### config.mk
export PLATFORM = sky130hd
export DESIGN_NAME = spi_xfer_sched
export DESIGN_NICKNAME = d
export VERILOG_FILES = /design/src/rtl/spi_xfer_sched.sv
export SDC_FILE = /design/constraint.sdc
export NUM_CORES = 1
export LEC_CHECK = 0
export ABC_CLOCK_PERIOD_IN_PS = 2900
export BUFFER_PORTS_ARGS = -buffer_cell sky130_fd_sc_hd__buf_2
export CAP_MARGIN = 20
export CORE_MARGIN = 1
export CORE_UTILIZATION = 30
export CTS_CLUSTER_SIZE = 14
export DETAILED_ROUTE_END_ITERATION = 16
export PLACE_DENSITY = 0.51
export SETUP_SLACK_MARGIN = 0.05
export SLEW_MARGIN = 5
export SYNTH_ARGS = -nofsm -noshare
export SYNTH_HDL_FRONTEND = slang
export SYNTH_SLANG_ARGS = --single-unit
export TNS_END_PERCENT = 20
### constraint.sdc
create_clock -name CLK -period 2.9 [get_ports CLK]
set_input_delay 0.58 -clock CLK [delete_from_list [all_inputs] [get_ports CLK]]
set_output_delay 0.58 -clock CLK [all_outputs]
set_load 0.01 [all_outputs]
### src/rtl/spi_xfer_sched.sv
// spi_xfer_sched: two-requester arbiter for a shared mode-0 SPI link.
// Each granted frame shifts one word out on MOSI and captures one from MISO.
module spi_xfer_sched #(
    parameter int CLK_DIV = 50,
    parameter int WIDTH   = 16
) (
    input  logic             CLK,
    input  logic             RST,
    input  logic             req0,
    input  logic [WIDTH-1:0] wdata0,
    input  logic             req1,
    input  logic [WIDTH-1:0] wdata1,
    output logic             gnt0,
    output logic             gnt1,
    output logic             done0,
    output logic             done1,
    output logic [WIDTH-1:0] rdata,
    output logic             busy,
    output logic             sclk,
    output logic             mosi,
    output logic             cs_n,
    input  logic             miso
);

    localparam int PW = $clog2(CLK_DIV);
    localparam int BW = $clog2(2 * WIDTH);
    localparam logic [PW-1:0] PS_LAST  = PW'(CLK_DIV - 1);
    localparam logic [BW-1:0] BIT_LAST = BW'(2 * WIDTH - 1);

    typedef enum logic [1:0] {IDLE, SHIFT, GAP, DONE} state_t;

    state_t           state_q;
    logic [PW-1:0]    ps_q;
    logic [BW-1:0]    bit_q;
    logic [WIDTH-1:0] tx_q;
    logic [WIDTH-1:0] rx_q;
    logic [WIDTH-1:0] rdata_q;
    logic             owner_q;
    logic             last_q;
    logic             gnt0_q, gnt1_q, done0_q, done1_q;
    logic             busy_q, sclk_q, mosi_q, cs_n_q;

    logic             tick_d;
    logic             pick0_d;
    logic             pick1_d;
    logic [PW-1:0]    ps_d;

    // On a tie the requester that did not win last time is granted.
    always_comb begin
        tick_d  = (ps_q == PS_LAST);
        pick1_d = req1 & (~req0 | ~last_q);
        pick0_d = req0 & ~pick1_d;
        ps_d    = tick_d ? '0 : ps_q + 1'b1;
    end

    always_ff @(posedge CLK) begin
        if (RST) begin
            state_q <= IDLE;
            ps_q    <= '0;
            bit_q   <= '0;
            tx_q    <= '0;
            rx_q    <= '0;
            rdata_q <= '0;
            owner_q <= 1'b0;
            last_q  <= 1'b1;
            gnt0_q  <= 1'b0;
            gnt1_q  <= 1'b0;
            done0_q <= 1'b0;
            done1_q <= 1'b0;
            busy_q  <= 1'b0;
            sclk_q  <= 1'b0;
            mosi_q  <= 1'b0;
            cs_n_q  <= 1'b1;
        end else begin
            gnt0_q  <= 1'b0;
            gnt1_q  <= 1'b0;
            done0_q <= 1'b0;
            done1_q <= 1'b0;
            unique case (state_q)
                IDLE: begin
                    ps_q <= '0;
                    if (pick0_d | pick1_d) begin
                        gnt0_q  <= pick0_d;
                        gnt1_q  <= pick1_d;
                        tx_q    <= pick1_d ? wdata1 : wdata0;
                        mosi_q  <= pick1_d ? wdata1[WIDTH-1] : wdata0[WIDTH-1];
                        owner_q <= pick1_d;
                        last_q  <= pick1_d;
                        busy_q  <= 1'b1;
                        cs_n_q  <= 1'b0;
                        bit_q   <= '0;
                        state_q <= SHIFT;
                    end
                end
                SHIFT: begin
                    ps_q <= ps_d;
                    if (tick_d) begin
                        bit_q <= bit_q + 1'b1;
                        if (!bit_q[0]) begin
                            sclk_q <= 1'b1;
                            rx_q   <= {rx_q[WIDTH-2:0], miso};
                        end else begin
                            sclk_q <= 1'b0;
                            tx_q   <= tx_q << 1;
                            mosi_q <= tx_q[WIDTH-2];
                            if (bit_q == BIT_LAST) begin
                                mosi_q  <= 1'b0;
                                cs_n_q  <= 1'b1;
                                state_q <= GAP;
                            end
                        end
                    end
                end
                GAP: begin
                    ps_q <= ps_d;
                    if (tick_d) begin
                        state_q <= DONE;
                    end
                end
                DONE: begin
                    ps_q    <= '0;
                    rdata_q <= rx_q;
                    done0_q <= ~owner_q;
                    done1_q <= owner_q;
                    busy_q  <= 1'b0;
                    state_q <= IDLE;
                end
                default: state_q <= IDLE;
            endcase
        end
    end

    assign gnt0  = gnt0_q;
    assign gnt1  = gnt1_q;
    assign done0 = done0_q;
    assign done1 = done1_q;
    assign rdata = rdata_q;
    assign busy  = busy_q;
    assign sclk  = sclk_q;
    assign mosi  = mosi_q;
    assign cs_n  = cs_n_q;

endmodule

; ---- After elaboration in Yosys (flattened, before gate mapping)
; Index checks and enable logic that the tools add are counted.
[op_classes]
n_addsub = 2
eq_ne = 10
muxes = 30
bitwise = 12
reduce_logical = 15
[ops]
columns = cell, n
row1 = $mux W15, 4
row2 = $pmux W15 S2, 1
row3 = $pmux W6 S2, 1
row4 = $mux W1, 11
row5 = $mux W2, 5
row6 = $mux W5, 2
row7 = $ne A2 B2 Y1 const B, 5
row8 = $pmux W5 S2, 1
row9 = $reduce_and A5 Y1, 2
row10 = $not A1 Y1, 8
row11 = $pmux W2 S4, 1
row12 = $add A6 B1 Y6 const B, 1
row13 = $eq A6 B6 Y1 const B, 1
row14 = $mux W6, 1
row15 = $pmux W1 S2, 3
row16 = $reduce_and A2 Y1, 3
row17 = $reduce_and A3 Y1, 2
row18 = $reduce_or A2 Y1, 3
row19 = $add A5 B1 Y5 const B, 1
row20 = $eq A5 B5 Y1 const B, 1
row21 = $eq A2 B2 Y1 const B, 2
row22 = $reduce_and A4 Y1, 1
row23 = $reduce_bool A2 Y1, 2
row24 = $reduce_or A3 Y1, 1
row25 = 4 further kinds, 6
[totals]
register_bits = 70
inputBits = 37
output_inout_bits = 24
elab_cells = 85

; ---- Longest topological paths before layout
[logic_depth]
depth_word = 8
mapped_depth = 9
depth_no_buf = 6

; ---- Worst setup path after synthesis
; No wires, ideal clock.
[synth_path]
kind = reg2reg
start = register ps_q[0]
end = register rx_q[6]
t_arrival_ps = 1536
setup_slack_ps = 1237
path_stages_with_launch = 9
path_buffers = 3
synth_period_minus_slack_ps = 1663
path_cell_list = dfxtp_1 ha_1 and2_1 clkbuf_1 and4b_1 buf_6 buf_12 mux2i_1 nor2_1
[synth_between]
elab_chain_cells = 2
[synth_lines]
columns = item, line
row1 = from (decl), 33  ; logic [PW-1:0] ps_q;
row2 = from (signal assigned), 96  ; ps_q <= ps_d;
row3 = from (signal assigned), 115  ; ps_q <= ps_d;
row4 = $eq A6 B6 Y1, 50  ; tick_d = (ps_q == PS_LAST);
row5 = $reduce_and A3 Y1 (no line), --
row6 = to (signal assigned), 101  ; rx_q <= {rx_q[WIDTH-2:0], miso};
row7 = to (decl), 36  ; logic [WIDTH-1:0] rx_q;
; No other way between the ends.
; A chain may end at the register's enable or synchronous reset.

; ---- Worst setup path after layout
[layout_path]
start = register state_q[0]
end = register bit_q[3]
[layout_between]
elab_chain_cells = 3
word_cells_on_any_way = 7
[layout_lines]
columns = item, line
row1 = from (decl), 32  ; state_t state_q;
row2 = from (signal assigned), 58  ; state_q <= IDLE;
row3 = from (signal assigned), 92  ; state_q <= SHIFT;
row4 = from (signal assigned), 109  ; state_q <= GAP;
row5 = $eq A2 B1 Y1 or $logic_not A2 Y1 (tied branches), 79  ; unique case (state_q)
row6 = $ne A2 B2 Y1 (no line) or $reduce_bool A2 Y1 (tied branches), --
row7 = $reduce_and A3 Y1 (no line), --
row8 = to (signal assigned), 98  ; bit_q <= bit_q + 1'b1;
row9 = to (decl), 34  ; logic [BW-1:0] bit_q;
; Parallel ways exist; a longest one is shown, timed or not.

==> impl_metrics.csv <==
group,metric,value,unit
worst_setup_path,crit_start,"state_q[0]",
synth,synthAdderAreaFrac,3.93,%
clock_network,clkSinkCount,70,
cells_and_area,post-route-util,36.8,%
power,power.share.switching,34.9,%
cells_and_area,stdcell_area,0.00380,mm²
clock_network,clk_latency,330,ps
synth,synth_compound_area_share,15.0,%
die,die_w,105,µm
status,run_status,"finished, final reports clean",
synth,async_flop_share,0,%
power,p_int,2.00,mW
place,portBuffers,60,
place,dpl_cell_area,0.00357,mm²
cells_and_area,n_antenna_cell,0,
synth,synth_xor_area_share,1.10,%
clock_network,path_clk_slew,80,ps
detailed_routing,drtIter0Drc,149,
global_route,grt_max_degree,31,
sta,setup_viol,0,
clock_network,cts_root_buffer,"clkbuf_8",
sta,worst_pin_slew,833,ps
die,die-area,0.0110,mm²
worst_setup_path,r2r_start,"state_q[0]",
worst_setup_path,startpoint_type,"flop",
clock_network,cts_hold_repair.buffers,0,
synth,syn_avg_cell_area,9.06,µm²
detailed_routing,via_per_inst,4.73,
synth,syn_area,0.00318,mm²
power,irDropWorstVdd,0.000274,V
global_route,grt_pass1_wl,11700,µm
synth,synthesis.nets,398,
place,pre_cts_ws,676,ps
worst_setup_path,crit_arrival,2500,ps
sta,slew_headroom,44.5,%
cells_and_area,synthToLayoutAreaGrowth,19.5,%
power,p_seq_share,38.6,%
clock_network,cts.path.max_buffers,2,
synth,synth_top_area_share,44.0,%
worst_hold_path,worstHoldStart,"owner_q",
clock_network,cts_tree,"built",
detailed_routing,wl_met1,3460,µm
synth,synthSimpleGateAreaFrac,16.0,%
worst_setup_path,crit_fanout,23,
clock_network,cts_setup_buffers,0,
cells_and_area,fillers,1057,
place,post-dp-hpwl,4710,µm
synth,yosys_warnings,0,
clock_network,htree_levels,3,
detailed_routing,antenna_left,0,
synth,seq_area_frac_synth,44.0,%
synth,synthCells,351,
detailed_routing,dr.max_layer_used,"met4",
detailed_routing,first_pass_iters,4,
global_route,antenna_found_initial,0,
global_route,gr-total-overflow,0,
worst_setup_path,required,3170,ps
place,place_congestion,0.747,
sta,setup-tns-final,0,ps
die,std_cell_rows,37,
die,coreArea,0.0103,mm²
global_route,grt_pass1_vias,2497,
synth,synth_seq_cells,70,
synth,synth_top_cell_by_area,"dfxtp_1",
clock_network,ctsResizeCount,0,
power,p_per_area,809,mW/mm²
cells_and_area,fin_nets,450,
detailed_routing,post-route-drc-count,0,
power,p_leak,1.53,nW
synth,synth_edf_count,0,
sta,clock_skew,7.68,ps
synth,synth_top_family_by_area,"simple AND/OR/NAND/NOR gates",
detailed_routing,wl_per_cell,12.8,µm
detailed_routing,num_vias,2572,
detailed_routing,route.met2.wl,3120,µm
detailed_routing,totalWireLength,6990,µm
worst_hold_path,hold_path.class,"reg2reg",
sta,finalHoldViolCount,0,
sta,slew_viol_final,0,
global_route,groute.usage.overall,13.1,%
clock_network,cts_buffers,9,
sta,rsz0062_at_grt,"no",
sta,final.min_clock_period,2230,ps
sta,max_freq,449,MHz
worst_setup_path,critPathKind,"reg2reg",
job,maxCapViolCount,0,
worst_setup_path,r2r_slack,670,ps
detailed_routing,route.met3.wl,328,µm
die,die_h,105,µm
synth,netlist_top_cells_area,"dfxtp_1, mux2i_1, nor2_1",
synth,synthMuxAreaShare,14.8,%
synth,ys_types,44,
cells_and_area,drive_gt1_share,21.1,%
power,power.switching,1.07,mW
die,start_util,30.8,%
synth,synth_flop_cell,"dfxtp_1",
die,io_pins,61,
power,clkPwrFrac,29.2,%
sta,worst_slack,675,ps
worst_setup_path,end_kind,"flop",
power,p_comb_share,32.3,%
sta,post-route-period-util,76.7,%
==> worst max-delay path, stage by stage, from the launching register on <==
cell and delay [ps]:
dfxtp_1 360, inv_1 100, ha_1 280, or3b_1 730
nand4_1 210, or3_1 340, a21oi_1 140
==> synth_stat cells, types with 2 or more instances <==
library cell,count
nor2_1,76
dfxtp_1,70
mux2i_1,47
a21oi_1,25
o2111ai_1,14
clkbuf_1,13
o21ai_0,13
nand2_1,11
ha_1,10
o21ai_1,10
buf_2,8
inv_1,7
nand4_1,4
and3_1,3
nand3_1,3
or3_1,3
a41o_1,2
and2_1,2
buf_4,2
nor2b_1,2
xnor2_1,2
xor2_1,2
==> cell type report <==
type | instances | area (µm²) | area share [%]
timing repair buffer | 67 | 353 | 9.28
sequential | 70 | 1400 | 36.9
tap | 136 | 170 | 4.48
inverter | 7 | 26.3 | 0.691
multi-input combinational | 248 | 1620 | 42.6
clock inverter | 5 | 81.3 | 2.14
clock buffer | 11 | 151 | 3.98
==> layer usage <==
layer / up-vias / track usage (%)
met2: 59 / 20.6
met1: 1171 / 17.4
met5: - / 0
met4: 0 / 5.53
met3: 9 / 2.56
li1: 1333 / -
==> final timing paths <==
check / to / depth (start not counted)
max: bit_q[3] / 6
min: done0 / 1
max reg2reg: bit_q[3] / 6
min reg2reg: done0 / 1
==> power groups by stage <==
stage | clock network [mW] | logic (mW) | registers (mW)
3_3_place_gp | 0 | 0.971 | 1.21
4_1_cts | 0.927 | 1.00 | 1.19
2_1_floorplan | 0 | 0.772 | 1.20
5_1_grt | 0.961 | 1.13 | 1.20
6_report | 0.897 | 0.992 | 1.19
3_5_place_dp | 0 | 0.990 | 1.21
==> layout by cell type (no fill, tap or decap), types with 2 or more instances in the layout <==
cell type	n
nor2_1	76
or3_1	3
nand4_1	4
xor2_1	2
o2111ai_1	14
and2_1	2
o21ai_1	10
o21ai_0	13
clkbuf_8	11
bufinv_16	2
ha_1	10
dfxtp_1	70
buf_4	7
nand3_1	3
mux2i_1	47
nand2_1	11
and3_1	3
a41o_1	2
buf_2	60
a21oi_1	25
xnor2_1	2
inv_1	7
nor2b_1	2
==> state kept, by name (all words and copies together), names as in the netlist <==
name	count
rdata	16
rx_q	16
tx_q	15
ps_q	6
bit_q	5
state_q	2
busy	1
cs_n	1
done0	1
done1	1
gnt0	1
gnt1	1
last_q	1
mosi	1
owner_q	1
sclk	1
==> metrics by stage <==
step                hold WS (ps)  cells  power, mW
detailed placement           439    528       2.20
finish                       445    544       3.07
global route                 485    544       3.29
CTS                          446    544       3.11
global placement             451    528       2.18
floorplan                    412    351       1.97
==> logic make-up after synthesis <==
family                     after synthesis
muxes                                   47
and+or+nand+nor                        113
AOI/OAI and AO/OA                       74
DFF                                     70
buffers and inverters                   33
adders and majority gates               10
xor gates and xnor gates                 4
No activity file was read; power rests on OpenSTA's default activity.
